### src/rtl/mem_read_arbiter_if.sv
// Bundle of requester handshake, read-return and memory-port signals for mem_read_arbiter.
// master: the arbiter side; slave: the clients plus memory side.
interface mem_read_arbiter_if #(
   parameter int ADDR_W = 4,
   parameter int DATA_W = 8,
   parameter int LEN_W  = 4
);
   logic              req0;
   logic              req1;
   logic [ADDR_W-1:0] addr0;
   logic [ADDR_W-1:0] addr1;
   logic [LEN_W-1:0]  len0;
   logic [LEN_W-1:0]  len1;
   logic              gnt0;
   logic              gnt1;
   logic              rd_valid;
   logic [DATA_W-1:0] rd_data;
   logic              rd_id;
   logic              done0;
   logic              done1;
   logic [ADDR_W-1:0] mem_addr;
   logic [DATA_W-1:0] mem_data;

   modport master (
      input  req0, req1, addr0, addr1, len0, len1, mem_data,
      output gnt0, gnt1, rd_valid, rd_data, rd_id, done0, done1, mem_addr
   );

   modport slave (
      output req0, req1, addr0, addr1, len0, len1, mem_data,
      input  gnt0, gnt1, rd_valid, rd_data, rd_id, done0, done1, mem_addr
   );
endinterface

### src/rtl/mem_read_arbiter.sv
// Two-requester burst read controller for a 16 x 8 synchronous-read memory.
// Define ARB_FIXED_PRIO_EN for fixed priority (requester 0 wins ties); default is round-robin.
module mem_read_arbiter #(
   parameter int ADDR_W = 4,
   parameter int DATA_W = 8,
   parameter int LEN_W  = 4
) (
   input logic                clk,
   input logic                rst,
   mem_read_arbiter_if.master bus
);

   localparam logic [1:0] IDLE = 2'd0;
   localparam logic [1:0] READ = 2'd1;
   localparam logic [1:0] LAST = 2'd2;

   logic [1:0]        state;
   logic [LEN_W-1:0]  count;
   logic [ADDR_W-1:0] mem_addr_q;
   logic              owner;
   logic              gnt0_q;
   logic              gnt1_q;
   logic              rd_valid_q;
   logic              rd_id_q;
   logic              done0_q;
   logic              done1_q;
   logic [DATA_W-1:0] rd_word;

   logic              pick_valid;
   logic              pick;

`ifdef ARB_FIXED_PRIO_EN
   always_comb begin
      pick_valid = bus.req0 | bus.req1;
      pick       = ~bus.req0;
   end
`else
   logic last_served;

   // Pointer changes only when a burst completes, so an abandoned burst does not count as served.
   always_ff @(posedge clk) begin
      if (!rst)
         last_served <= 1'b1;
      else if (state == LAST)
         last_served <= owner;
   end

   always_comb begin
      pick_valid = bus.req0 | bus.req1;
      if (bus.req0 && bus.req1)
         pick = ~last_served;
      else
         pick = ~bus.req0;
   end
`endif

   always_ff @(posedge clk) begin
      if (!rst) begin
         state      <= IDLE;
         count      <= '0;
         mem_addr_q <= '0;
         owner      <= 1'b0;
         gnt0_q     <= 1'b0;
         gnt1_q     <= 1'b0;
         rd_valid_q <= 1'b0;
         rd_id_q    <= 1'b0;
         done0_q    <= 1'b0;
         done1_q    <= 1'b0;
      end else begin
         // Every READ cycle presents an address, whose word lands one cycle later.
         rd_valid_q <= (state == READ);
         done0_q    <= (state == READ) && (count == '0) && !owner;
         done1_q    <= (state == READ) && (count == '0) && owner;
         if (state == READ)
            rd_id_q <= owner;

         case (state)
            IDLE: begin
               if (pick_valid) begin
                  state      <= READ;
                  owner      <= pick;
                  gnt0_q     <= ~pick;
                  gnt1_q     <= pick;
                  mem_addr_q <= pick ? bus.addr1 : bus.addr0;
                  count      <= pick ? bus.len1 : bus.len0;
               end
            end
            READ: begin
               if (count == '0) begin
                  state <= LAST;
               end else begin
                  mem_addr_q <= mem_addr_q + ADDR_W'(1);
                  count      <= count - LEN_W'(1);
               end
            end
            LAST: begin
               state  <= IDLE;
               gnt0_q <= 1'b0;
               gnt1_q <= 1'b0;
            end
            default: state <= IDLE;
         endcase
      end
   end

   assign rd_word      = rd_valid_q ? bus.mem_data : '0;

   assign bus.gnt0     = gnt0_q;
   assign bus.gnt1     = gnt1_q;
   assign bus.rd_valid = rd_valid_q;
   assign bus.rd_data  = rd_word;
   assign bus.rd_id    = rd_id_q;
   assign bus.done0    = done0_q;
   assign bus.done1    = done1_q;
   assign bus.mem_addr = mem_addr_q;

endmodule

### src/flat_wrapper.sv
// flat-port wrapper written by rule: the top's interface ports become plain ports
module mem_read_arbiter_flat 
#(
   parameter int ADDR_W = 4,
   parameter int DATA_W = 8,
   parameter int LEN_W  = 4
)
  (clk, rst, bus_req0, bus_req1, bus_addr0, bus_addr1, bus_len0, bus_len1, bus_mem_data, bus_gnt0, bus_gnt1, bus_rd_valid, bus_rd_data, bus_rd_id, bus_done0, bus_done1, bus_mem_addr);
  mem_read_arbiter_if #(.ADDR_W(ADDR_W), .DATA_W(DATA_W), .LEN_W(LEN_W)) bus_i ();
  input logic clk;
  input logic rst;
  input wire logic [$bits(bus_i.req0)-1:0] bus_req0;
  input wire logic [$bits(bus_i.req1)-1:0] bus_req1;
  input wire logic [$bits(bus_i.addr0)-1:0] bus_addr0;
  input wire logic [$bits(bus_i.addr1)-1:0] bus_addr1;
  input wire logic [$bits(bus_i.len0)-1:0] bus_len0;
  input wire logic [$bits(bus_i.len1)-1:0] bus_len1;
  input wire logic [$bits(bus_i.mem_data)-1:0] bus_mem_data;
  output wire logic [$bits(bus_i.gnt0)-1:0] bus_gnt0;
  output wire logic [$bits(bus_i.gnt1)-1:0] bus_gnt1;
  output wire logic [$bits(bus_i.rd_valid)-1:0] bus_rd_valid;
  output wire logic [$bits(bus_i.rd_data)-1:0] bus_rd_data;
  output wire logic [$bits(bus_i.rd_id)-1:0] bus_rd_id;
  output wire logic [$bits(bus_i.done0)-1:0] bus_done0;
  output wire logic [$bits(bus_i.done1)-1:0] bus_done1;
  output wire logic [$bits(bus_i.mem_addr)-1:0] bus_mem_addr;
  assign bus_i.req0 = bus_req0;
  assign bus_i.req1 = bus_req1;
  assign bus_i.addr0 = bus_addr0;
  assign bus_i.addr1 = bus_addr1;
  assign bus_i.len0 = bus_len0;
  assign bus_i.len1 = bus_len1;
  assign bus_i.mem_data = bus_mem_data;
  assign bus_gnt0 = bus_i.gnt0;
  assign bus_gnt1 = bus_i.gnt1;
  assign bus_rd_valid = bus_i.rd_valid;
  assign bus_rd_data = bus_i.rd_data;
  assign bus_rd_id = bus_i.rd_id;
  assign bus_done0 = bus_i.done0;
  assign bus_done1 = bus_i.done1;
  assign bus_mem_addr = bus_i.mem_addr;
  mem_read_arbiter #(.ADDR_W(ADDR_W), .DATA_W(DATA_W), .LEN_W(LEN_W)) u_core (.clk(clk), .rst(rst), .bus(bus_i));
endmodule
### config.mk
export PLATFORM = sky130hd
export DESIGN_NAME = mem_read_arbiter_flat
export DESIGN_NICKNAME = d
export VERILOG_FILES = /design/src/rtl/mem_read_arbiter_if.sv /design/src/rtl/mem_read_arbiter.sv /design/src/flat_wrapper.sv
export SDC_FILE = /design/constraint.sdc
export NUM_CORES = 1
export LEC_CHECK = 0
export ABC_AREA = 1
export BUFFER_PORTS_ARGS = -buffer_cell sky130_fd_sc_hd__buf_4
export CORE_UTILIZATION = 50
export DETAILED_ROUTE_END_ITERATION = 6
export HOLD_SLACK_MARGIN = 0.15
export PLACE_DENSITY = 0.84
export SYNTH_ARGS = -nofsm -noshare
export SYNTH_HDL_FRONTEND = slang
export SYNTH_SLANG_ARGS = --single-unit
### constraint.sdc
create_clock -name clk -period 3.7 [get_ports clk]
set_input_delay 0 -clock clk [delete_from_list [all_inputs] [get_ports clk]]
set_output_delay 0 -clock clk [all_outputs]
set_load 0.01 [all_outputs]
; ---- Yosys cells after proc, flatten, opt, wreduce, memory -nomap -nowiden
; Cells that the tools add are included.
[word_totals]
ff_bits = 18
wordCells = 52
[op_classes]
n_addsub = 2
n_eq_ne = 5
mux = 17
bitwise = 4
n_reduce_logical = 13
[op_table]
columns = cell, n
row1 = 4-bit 2-to-1 mux, 6
row2 = 4-bit one-hot mux with 2 select lines, 2
row3 = 8-bit 2-to-1 mux, 1
row4 = 2-bit AND reduction, 3
row5 = "4-bit by 1-bit adder with 4-bit output, second input constant", 1
row6 = 1-bit logical AND, 4
row7 = 4-bit logical NOT, 1
row8 = 2-bit 2-to-1 mux, 2
row9 = "2-bit != test, second input constant", 2
row10 = 1-bit one-hot mux with 2 select lines, 2
row11 = 2-bit one-hot mux with 2 select lines, 1
row12 = 2-bit nonzero test, 2
row13 = "4-bit by 1-bit subtractor with 4-bit output, second input constant", 1
row14 = 1-bit 2-to-1 mux, 3
row15 = 1-bit inverter, 3
row16 = 3-bit AND reduction, 1
row17 = "2-bit by 1-bit == test with 1-bit output, second input constant", 1
row18 = "2-bit == test, second input constant", 1
row19 = 2-bit logical NOT, 1
row20 = "2-bit by 1-bit != test with 1-bit output, second input constant", 1
row21 = 1-bit logical NOT, 1
row22 = 1-bit OR, 1

; ---- Depth between registers and ports, before layout
; Gate-level depths: netlist (run 1).
[logic_depth]
ltp_word = 5
ltp_mapped = 10
mapped_depth_nobuf = 9

; ---- Least setup slack after synthesis (run 1)
; No wires, ideal clock.
[synth_path]
path_type = register to register
start = register u_core.count[0]
end = register u_core.mem_addr_q[2], in the netlist u_core.bus.mem_addr[2]
setup_time_ns = 0.115
t_arrival_ns = 1.140
required_time_ns = 3.585
setup_slack_ns = 2.446
path_stages_with_launch = 10
synth_period_minus_slack_ns = 1.254
cell_sequence = dfxtp_1 > inv_1 > ha_1 > nand3_1 > nand2_2 > nand2_4 > buf_12 > nand2_1 > a21oi_2 > nor2_1
[synth_via]
elab_chain_cells = 3
[synth_rtl]
columns = item, line
row1 = start: declaration, mem_read_arbiter.sv:18  ; logic [LEN_W-1:0] count;
row2 = start signal: assignment, mem_read_arbiter.sv:85  ; count <= pick ? bus.len1 : bus.len0;
row3 = start signal: assignment, mem_read_arbiter.sv:93  ; count <= count - LEN_W'(1);
row4 = 4-bit logical NOT, mem_read_arbiter.sv:89  ; if (count == '0) begin
row5 = 2-bit != test (no source line), n/a
row6 = 3-bit AND reduction (no source line), n/a
row7 = end signal: assignment, mem_read_arbiter.sv:84  ; mem_addr_q <= pick ? bus.addr1 : bus.addr0;
row8 = end signal: assignment, mem_read_arbiter.sv:92  ; mem_addr_q <= mem_addr_q + ADDR_W'(1);
row9 = end: declaration, mem_read_arbiter.sv:19  ; logic [ADDR_W-1:0] mem_addr_q;
; No other way between the ends.
; A chain may end at the register's enable or synchronous reset.

; ---- Worst setup path in the final report (run 1)
[layout_path]
start = register u_core.last_served
end = register u_core.mem_addr_q[2], in the netlist u_core.bus.mem_addr[2]
[layout_via]
elab_chain_cells = 5
[layout_rtl]
columns = item, line
row1 = start: declaration, mem_read_arbiter.sv:38  ; logic last_served;
row2 = start signal: assignment, mem_read_arbiter.sv:45  ; last_served <= owner;
row3 = 1-bit inverter, mem_read_arbiter.sv:51  ; pick = ~last_served;
row4 = 1-bit 2-to-1 mux, mem_read_arbiter.sv:50  ; if (bus.req0 && bus.req1)
row5 = 4-bit 2-to-1 mux, mem_read_arbiter.sv:84
row6 = 4-bit 2-to-1 mux, mem_read_arbiter.sv:79  ; if (pick_valid) begin
row7 = 4-bit one-hot mux with 2 select lines, mem_read_arbiter.sv:77  ; case (state)
; No other way between the ends. The select of a mux whose other input is x is not followed.

==> results.md, run 1 <==
- The via count normalized by instance count is 5.22.
- The number of unique standard cell types used by synthesis is 27.
- The fraction of layout cells with a size suffix above 1 is 0.274.
- The CTS tree is yes.
- In this run the power density over the cells is 437 nW/um2.
- The routed wirelength normalized by instance count is 12.9 um.
- The data required time at the worst endpoint is 3.89 ns.
- The growth of design area from synthesis to finish is 53.6%.
- The cell count after synthesis is 161.
- Measured along the x axis, the die boundary spans 48.1 um.
- The initial antenna violation count is 0.
- The largest net degree at the start of global routing is 16.
- The total area inside the core boundary comes to 1980 um2.
- The total routing resource utilization after global routing is 0.316.
- In this run the worst hold path is classified as in -> out.
- The vertical die dimension is 48.1 um.
- The remaining max-slew budget at the tightest pin is 0.696.
- The post-route total power is 714 uW.
- The clock latency on the worst-skew pair is 0.30 ns.
- The mean area per synthesized cell is 6.61 um2.
- In this run the worst path has a maximum fanout of 14.
- The run finished with clean final reports.
- The root cell of the clock tree is sky130_fd_sc_hd__clkbuf_4.
- The max-slew violation total from the final report is 0.
- The first detailed-routing pass took 6 iterations.
- The number of fill cells is 119.
- Setup repair after global routing left no endpoint under its margin.
- Of the total power, registers draw 0.372.
- Summed over all layers, the global routing overflow is 0.
- Dividing the final minimum period by the clock period gives 0.538.
- The setup path with the least slack is of type reg -> reg.
- The number of CTS-inserted buffers is 3.
- Derived from the worst setup path, the maximum achievable clock frequency is 0.502 GHz.
- The iteration-0 DRC count of the detailed router is 54.
- The launching element type of the critical path is a register.
- At the end of routability-driven placement, the weighted congestion stood at 0.794.
- The DRC violations left is 0.
- The maximum VDD drop is 0.379 mV.
- The final hold violation count came to 0.
- The internal portion of the total power is 441 uW.
- The count of max-cap constraint violations is 0.
- The detailed router placed 1,320 vias in this run.
- The detail route stage leaves a number of antenna-violating nets equal to 0.
- The number of standard-cell rows in the floorplan is 16.
- The maximum buffer depth of the clock tree is 2.
- The global-route wire length before repair is 4.91 mm.
- The aggregate routed wire length is 3.25 mm.
- Counting flops and latches in the post-synthesis netlist gives 18.
- The overall die area is 2320 um2.
- The switching power share of the total is 0.383.
- When the netlist entered floorplanning its net count stood at 191.
- The sum of net half-perimeters after detailed placement is 1.95 mm.
- The part of the total power dissipated in combinational logic is 0.456.
- After clock tree synthesis, the clock-pin slew on the worst setup and hold paths is 0.11 ns.
- The effective utilization at floorplan is 0.537.
- In this run the number of H-tree levels came out at 1.
- The number of global-route vias before repair is 1,177.
- The xor/xnor share of the synthesized area is 0.00824.
- The arrival time reported for the critical path endpoint is 2.18 ns.
- Clock skew on the completed layout was measured at 0.0120 ns.
- The nature of the critical path endpoint is a register.
- By area, the combinational part of the netlist is dominated by simple AND/OR/NAND/NOR gates.
- Of the synthesized area, sequential elements account for 0.339.
- The static leakage is 0.909 nW.
- The I/O pin count is 46.
- The relative contribution of the clock network to total power is 0.172.
- The compound-cell area share of the yosys netlist is 0.138.
- Clock tree synthesis found a total of 18 sinks.
- The port buffer count is 45.
- The total number of yosys warnings is 0.
- Setup total negative slack on the finished layout was measured at 0 ns.
- Setup violations remaining at the end of the flow were counted as 0.
- At the pin with the least slew margin, the transition time is 0.455 ns.
- The simple-gate area share of the yosys netlist is 0.327.
- The net load switching power is 274 uW.
- The number of diodes is 0.
- The summed instance area of the synthesized netlist is 1060 um2.
- Of the total synthesized cell area, the portion taken by full adders, half adders and majority gates is 0.0235.
- Buffers added to address setup during post-CTS repair amount to 0.
- The post-cts resize count is 0.
- The portion of synthesized area spent on multiplexers is 0.
- The shortest clock period the worst path allows after layout is 1.99 ns.
- The layout net count is 257.
## path summary, 6_finish.rpt
check / from / end / slack (ns) / cells past startpoint
worst max-delay path: u_core.last_served / u_core.bus.mem_addr[2] / 1.71 / 9
worst min-delay path: bus_mem_data[2] / bus_rd_data[2] / 0.26 / 4
worst min register to register: u_core.count[2] / u_core.count[2] / 0.49 / 2
worst max register to register: u_core.last_served / u_core.bus.mem_addr[2] / 1.71 / 9
## critical path, stage by stage, from the launching register on
cell	delay, ns
sky130_fd_sc_hd__dfxtp_1	0.32
sky130_fd_sc_hd__inv_1	0.08
sky130_fd_sc_hd__nand2_1	0.09
sky130_fd_sc_hd__nand2_1	0.36
sky130_fd_sc_hd__inv_1	0.14
sky130_fd_sc_hd__nand2_1	0.10
sky130_fd_sc_hd__nand2_1	0.05
sky130_fd_sc_hd__dlygate4sd3_1	0.57
sky130_fd_sc_hd__a21oi_2	0.13
sky130_fd_sc_hd__nor2_1	0.05
## sequential cells by signal (all words and copies together) (netlist names)
| name | count |
|---|---|
| u_core.bus.done1 | 1 |
| u_core.bus.rd_id | 1 |
| u_core.state | 2 |
| u_core.bus.rd_valid | 1 |
| u_core.bus.gnt0 | 1 |
| u_core.bus.done0 | 1 |
| u_core.last_served | 1 |
| u_core.count | 4 |
| u_core.bus.mem_addr | 4 |
| u_core.bus.gnt1 | 1 |
| u_core.owner | 1 |
## final cells by class
class / instances / area, um2 / area share
multi-input combinational: 104 / 528 / 0.323
timing repair buffer: 66 / 548 / 0.335
tap: 27 / 33.8 / 0.0207
inverter: 34 / 128 / 0.0781
clock buffer: 4 / 36.3 / 0.0222
sequential: 18 / 360 / 0.221
## through the flow
| stage | cell area (um2) | setup WS (ns) | hold WS (ns) | utilization | cells |
|---|---|---|---|---|---|
| after floorplan | 1060 | 2.45 | 0.0891 | - | 161 |
| after global placement | 1390 | 2.36 | 0.258 | 0.700 | 228 |
| after detailed placement | 1390 | 2.30 | 0.259 | 0.700 | 228 |
| after CTS | 1630 | 1.76 | 0.259 | 0.824 | 253 |
| after global routing | 1630 | 1.57 | 0.296 | 0.824 | 253 |
| final | 1630 | 1.71 | 0.258 | 0.824 | 253 |
## cell usage after synthesis
master,count,area (um2)
sky130_fd_sc_hd__o211ai_1,5,37.5
sky130_fd_sc_hd__nand3_1,12,60.1
sky130_fd_sc_hd__inv_2,2,7.51
sky130_fd_sc_hd__or2_2,1,6.26
sky130_fd_sc_hd__buf_6,1,11.3
sky130_fd_sc_hd__buf_4,1,7.51
sky130_fd_sc_hd__xor2_1,1,8.76
sky130_fd_sc_hd__a21oi_1,7,35.0
sky130_fd_sc_hd__nor2_1,20,75.1
sky130_fd_sc_hd__o21ai_1,4,20.0
sky130_fd_sc_hd__nor3b_1,1,7.51
sky130_fd_sc_hd__o21ai_2,3,26.3
sky130_fd_sc_hd__a21oi_2,2,17.5
sky130_fd_sc_hd__nand4_1,1,6.26
sky130_fd_sc_hd__dfxtp_1,18,360
sky130_fd_sc_hd__nor3_1,1,5.00
sky130_fd_sc_hd__clkbuf_1,1,3.75
sky130_fd_sc_hd__inv_1,32,120
sky130_fd_sc_hd__nand2_1,37,139
sky130_fd_sc_hd__nand2_2,1,6.26
sky130_fd_sc_hd__clkbuf_2,1,5.00
sky130_fd_sc_hd__nand2_4,1,11.3
sky130_fd_sc_hd__buf_12,1,20.0
sky130_fd_sc_hd__ha_1,2,25.0
sky130_fd_sc_hd__nor2_4,1,11.3
sky130_fd_sc_hd__o21ai_0,2,10.0
sky130_fd_sc_hd__nand3_2,2,20.0
## per-layer routing
metal	part of all wire	vias up	track usage
met3	0.085	26	0.0556
met2	0.49	92	0.549
met1	0.37	576	0.346
met4	0.056	0	0.228
met5	0	-	0
li1	-	626	-
## placed cells by master (no fill, tap or decap), types with 4 or more instances in the layout
cell,n
sky130_fd_sc_hd__a21oi_1,7
sky130_fd_sc_hd__buf_4,45
sky130_fd_sc_hd__dfxtp_1,18
sky130_fd_sc_hd__dlygate4sd3_1,21
sky130_fd_sc_hd__inv_1,32
sky130_fd_sc_hd__nand2_1,37
sky130_fd_sc_hd__nand3_1,12
sky130_fd_sc_hd__nor2_1,20
sky130_fd_sc_hd__o211ai_1,5
sky130_fd_sc_hd__o21ai_1,4
## power by group through the flow
stage          Clock [mW]  Combinational [mW]  Sequential (mW)
2_1_floorplan           0               0.194            0.269
5_1_grt             0.130               0.358            0.270
6_report            0.123               0.326            0.266
4_1_cts             0.120               0.310            0.264
3_5_place_dp            0               0.272            0.268
3_3_place_gp            0               0.262            0.266
## logic make-up after synthesis
logic type	after synthesis
compound gates	23
xor+xnor	1
fa+ha+maj	2
buf+inv	39
flops	18
simple gates	78
## what timing repair did
action,in CTS,in global routing
hold buffers,21,0
endpoints found under the setup margin,0,0
endpoints found under the hold margin,13,0
Power figures use the tool's default switching activity.
==> run 2, diff against run 1 <==
- CORE_UTILIZATION: 50 -> 46
- PLACE_DENSITY: 0.84 -> 0.78
- clock period: 3.7 -> 2.1 ns (I/O delays scaled with it)
==> run 2 against run 1 <==
  * Sequential power rose by 74%
  * Critical path depth up 2
  * Via count is 9.5% lower
  * Critical path type is now in -> reg
  * Critical endpoint is now u_core.bus.mem_addr[3]
  * Largest cell class is now multi-input gates
  * Largest power group unchanged
  * Highest routed layer unchanged
==> results.md, run 2 (synthesized netlist as in run 1, its figures left out) <==
- The cell with the most instances on the worst path is sky130_fd_sc_hd__nand2_1 (unchanged).
- The final hold violation count came to 0 (unchanged).
- The launching element type of the critical path is an input pin (was register).
- The vertical die dimension is 50.1 um (was 48.1 um).
- The nature of the critical path endpoint is a register (unchanged).
- The arrival time reported for the critical path endpoint came to 1.98 ns (was 2.18 ns).
- The final hold slack is 0.215 ns (was 0.258 ns).
- The global-route wire length before repair is 4.57 mm (was 4.91 mm).
- The final worst-path cycle share is 0.846.
- The sink count of the clock tree came to 18 (unchanged).
- The final total negative setup slack is 0 ns (unchanged).
- The number of routed nets with antenna violations is 0 (unchanged).
- The H-tree depth reported by CTS is 1 (unchanged).
- The root cell of the clock tree is sky130_fd_sc_hd__clkbuf_4 (unchanged).
- The sum of net half-perimeters after detailed placement is 1.88 mm (was 1.95 mm).
- The core footprint is 2190 um2 (was 1980 um2).
- The total routing resource utilization after global routing is 0.236 (was 0.316).
- The die extent in x is 50.1 um (was 48.1 um).
- The iteration-0 DRC count of the detailed router is 27 (was 54).
- The max-slew violation total from the final report came to 0 (unchanged).
- The routed wirelength normalized by instance count is 10.9 um (was 12.9 um).
- The port buffer count came to 45 (unchanged).
- Most frequent cells in the layout: 45 x sky130_fd_sc_hd__buf_4, 36 x sky130_fd_sc_hd__nand2_1, 32 x sky130_fd_sc_hd__inv_1 (was 45 x sky130_fd_sc_hd__buf_4, 37 x sky130_fd_sc_hd__nand2_1, 32 x sky130_fd_sc_hd__inv_1).
- The growth of design area from synthesis to finish is 52.1% (was 53.6%).
- The setup slack at placement was 0.688 ns (was 2.30 ns).
- The remaining max-slew budget at the tightest pin is 0.814 (was 0.696).
- The startpoint-to-endpoint class of the critical path is in -> reg (was reg -> reg).
- The layout net count is 255 (was 257).
- The data required time at the worst endpoint came to 2.31 ns (was 3.89 ns).
- The initial antenna violation count is 0 (unchanged).
- The total via count in the routed design is 1,195 (was 1,320).
- The number of CTS-inserted buffers came to 3 (unchanged).
- The number of standard-cell rows in the floorplan is 17 (was 16).
- The clock tree skew after final layout came to 0.00311 ns (was 0.0120 ns).
- The clock latency on the worst-skew pair is 0.29 ns (was 0.30 ns).
- The cell area power density was 756 nW/um2 (was 437 nW/um2).
- The post-place instance area is 1390 um2 (about the same).
- Result of the run: complete, no violations (unchanged).
- The number of diodes was 0 (unchanged).
- The final setup slack of the worst path is 0.324 ns (was 1.71 ns).
- The setup violation total in the final timing report was 0 (unchanged).
- Setup repair after global routing missed its margin: no (unchanged).
- The detailed-routing iteration count for the pre-antenna-repair pass is 4 (was 6).
- The sum of overflow across all layers after global routing is 0 (unchanged).
- The largest net degree at the start of global routing was 16 (unchanged).
- The transition time of the tightest slew-check pin came to 0.278 ns (was 0.455 ns).
- The slowest cell on the critical path is sky130_fd_sc_hd__dlygate4sd3_1 (unchanged).
- The worst min-delay path category is in -> reg (was in -> out).
- The CTS tree is yes (unchanged).
- The number of global-route vias before repair is 1,184 (was 1,177).
- The fraction of layout cells with a size suffix above 1 is 0.281 (was 0.274).
- The count of buffers added by post-CTS timing repair for setup is 0 (unchanged).
- The top fanout value on the critical path is 14 (unchanged).
- The count of max-cap constraint violations came to 0 (unchanged).
- The I/O pin count is 46 (unchanged).
- The static leakage is 0.899 nW (was 0.909 nW).
- The worst path in the final design needs a cycle of 1.78 ns, including I/O delays and setup.
- The DRC violations left came to 0 (unchanged).
- The aggregate routed wire length is 2.75 mm (was 3.25 mm).
- The overall die area came to 2510 um2 (was 2320 um2).
- The effective utilization at floorplan was 0.485 (was 0.537).
- The clock-pin slew reported for the worst setup and hold paths after clock tree synthesis is 0.11 ns (about the same).
- The delay of the slowest critical-path stage came to 0.56 ns (was 0.57 ns).
- The final standard cell utilization of the core is 0.738 (was 0.824).
- For this run, the top clock speed supported by timing is 0.563 GHz.
- The maximum buffer depth of the clock tree is 2 (unchanged).
- The final design instance area without fill is 1620 um2 (was 1630 um2).
- The via count normalized by instance count is 4.74 (was 5.22).
- The maximum VDD drop is 0.603 mV (was 0.379 mV).
- Worst path cell trace: dlygate4sd3_1 -> buf_4 -> nand2_1 -> nand2_2 -> inv_1 -> nand2_1 -> nand3_1 -> dlygate4sd3_1 -> nand3_1 -> nand2_1 -> inv_1 (was inv_1 -> nand2_1 -> nand2_1 -> inv_1 -> nand2_1 -> nand2_1 -> dlygate4sd3_1 -> a21oi_2 -> nor2_1).
- The most common library cell in the layout ignoring fill and taps is sky130_fd_sc_hd__buf_4 (unchanged).
- The global placer's final weighted congestion is 0.783 (was 0.794).
-- run 2: cell types whose count changed in the layout (fill, tap and decap cells not counted), sizes merged --
cell	previous run	this run
dlygate4sd3	21	19
-- run 2: per-stage QoR --
| step | instances | power, mW |
|---|---|---|
| 2_1_floorplan | 161 | 0.815 |
| 3_3_place_gp | 229 | 0.930 |
| 3_5_place_dp | 229 | 0.948 |
| 4_1_cts | 252 | 1.22 |
| 5_1_grt | 252 | 1.31 |
| 6_report | 252 | 1.22 |
-- run 2: final timing paths --
check | endpoint | depth (start not counted) | startpoint | slack, ns
max | u_core.bus.mem_addr[3] | 11 | bus_req1 | 0.32
min | u_core.bus.gnt1 | 5 | bus_req0 | 0.22
max reg2reg | u_core.bus.mem_addr[3] | 10 | u_core.last_served | 0.35
min reg2reg | u_core.count[2] | 2 | u_core.count[2] | 0.49
-- run 2: cell type report --
type,count,area [um2]
Tap cell,28,35.0
Inverter,34,128
Fill cell,177,573
Timing Repair Buffer,64,528
Clock buffer,4,36.3
Sequential cell,18,360
Multi-Input combinational cell,104,531
-- run 2: repair_timing --
action                                  in CTS  in global routing
gates resized for setup                      0                  1
hold buffers                                19                  0
endpoints found under the setup margin       0                  1
endpoints found under the hold margin       13                  0
-- run 2: where the power goes --
group	internal, mW	leakage (nW)	switching, mW
sequential	0.406	0.149	0.0575
combinational	0.259	0.729	0.283
clock	0.106	0.0210	0.112
total	0.771	0.899	0.452
-- run 2: critical path: cells and delay by family --
family        cells  cell delay, ns
buf+inv           5            1.43
simple gates      6            0.54
-- run 2: layer usage --
| metal | up-vias | wire length [um] | GRT usage |
|---|---|---|---|
| met1 | 525 | 1140 | 0.262 |
| met5 | - | 0 | 0 |
| li1 | 623 | - | - |
| met3 | 4 | 167 | 0.0432 |
| met4 | 0 | 19 | 0.0905 |
| met2 | 43 | 1430 | 0.433 |
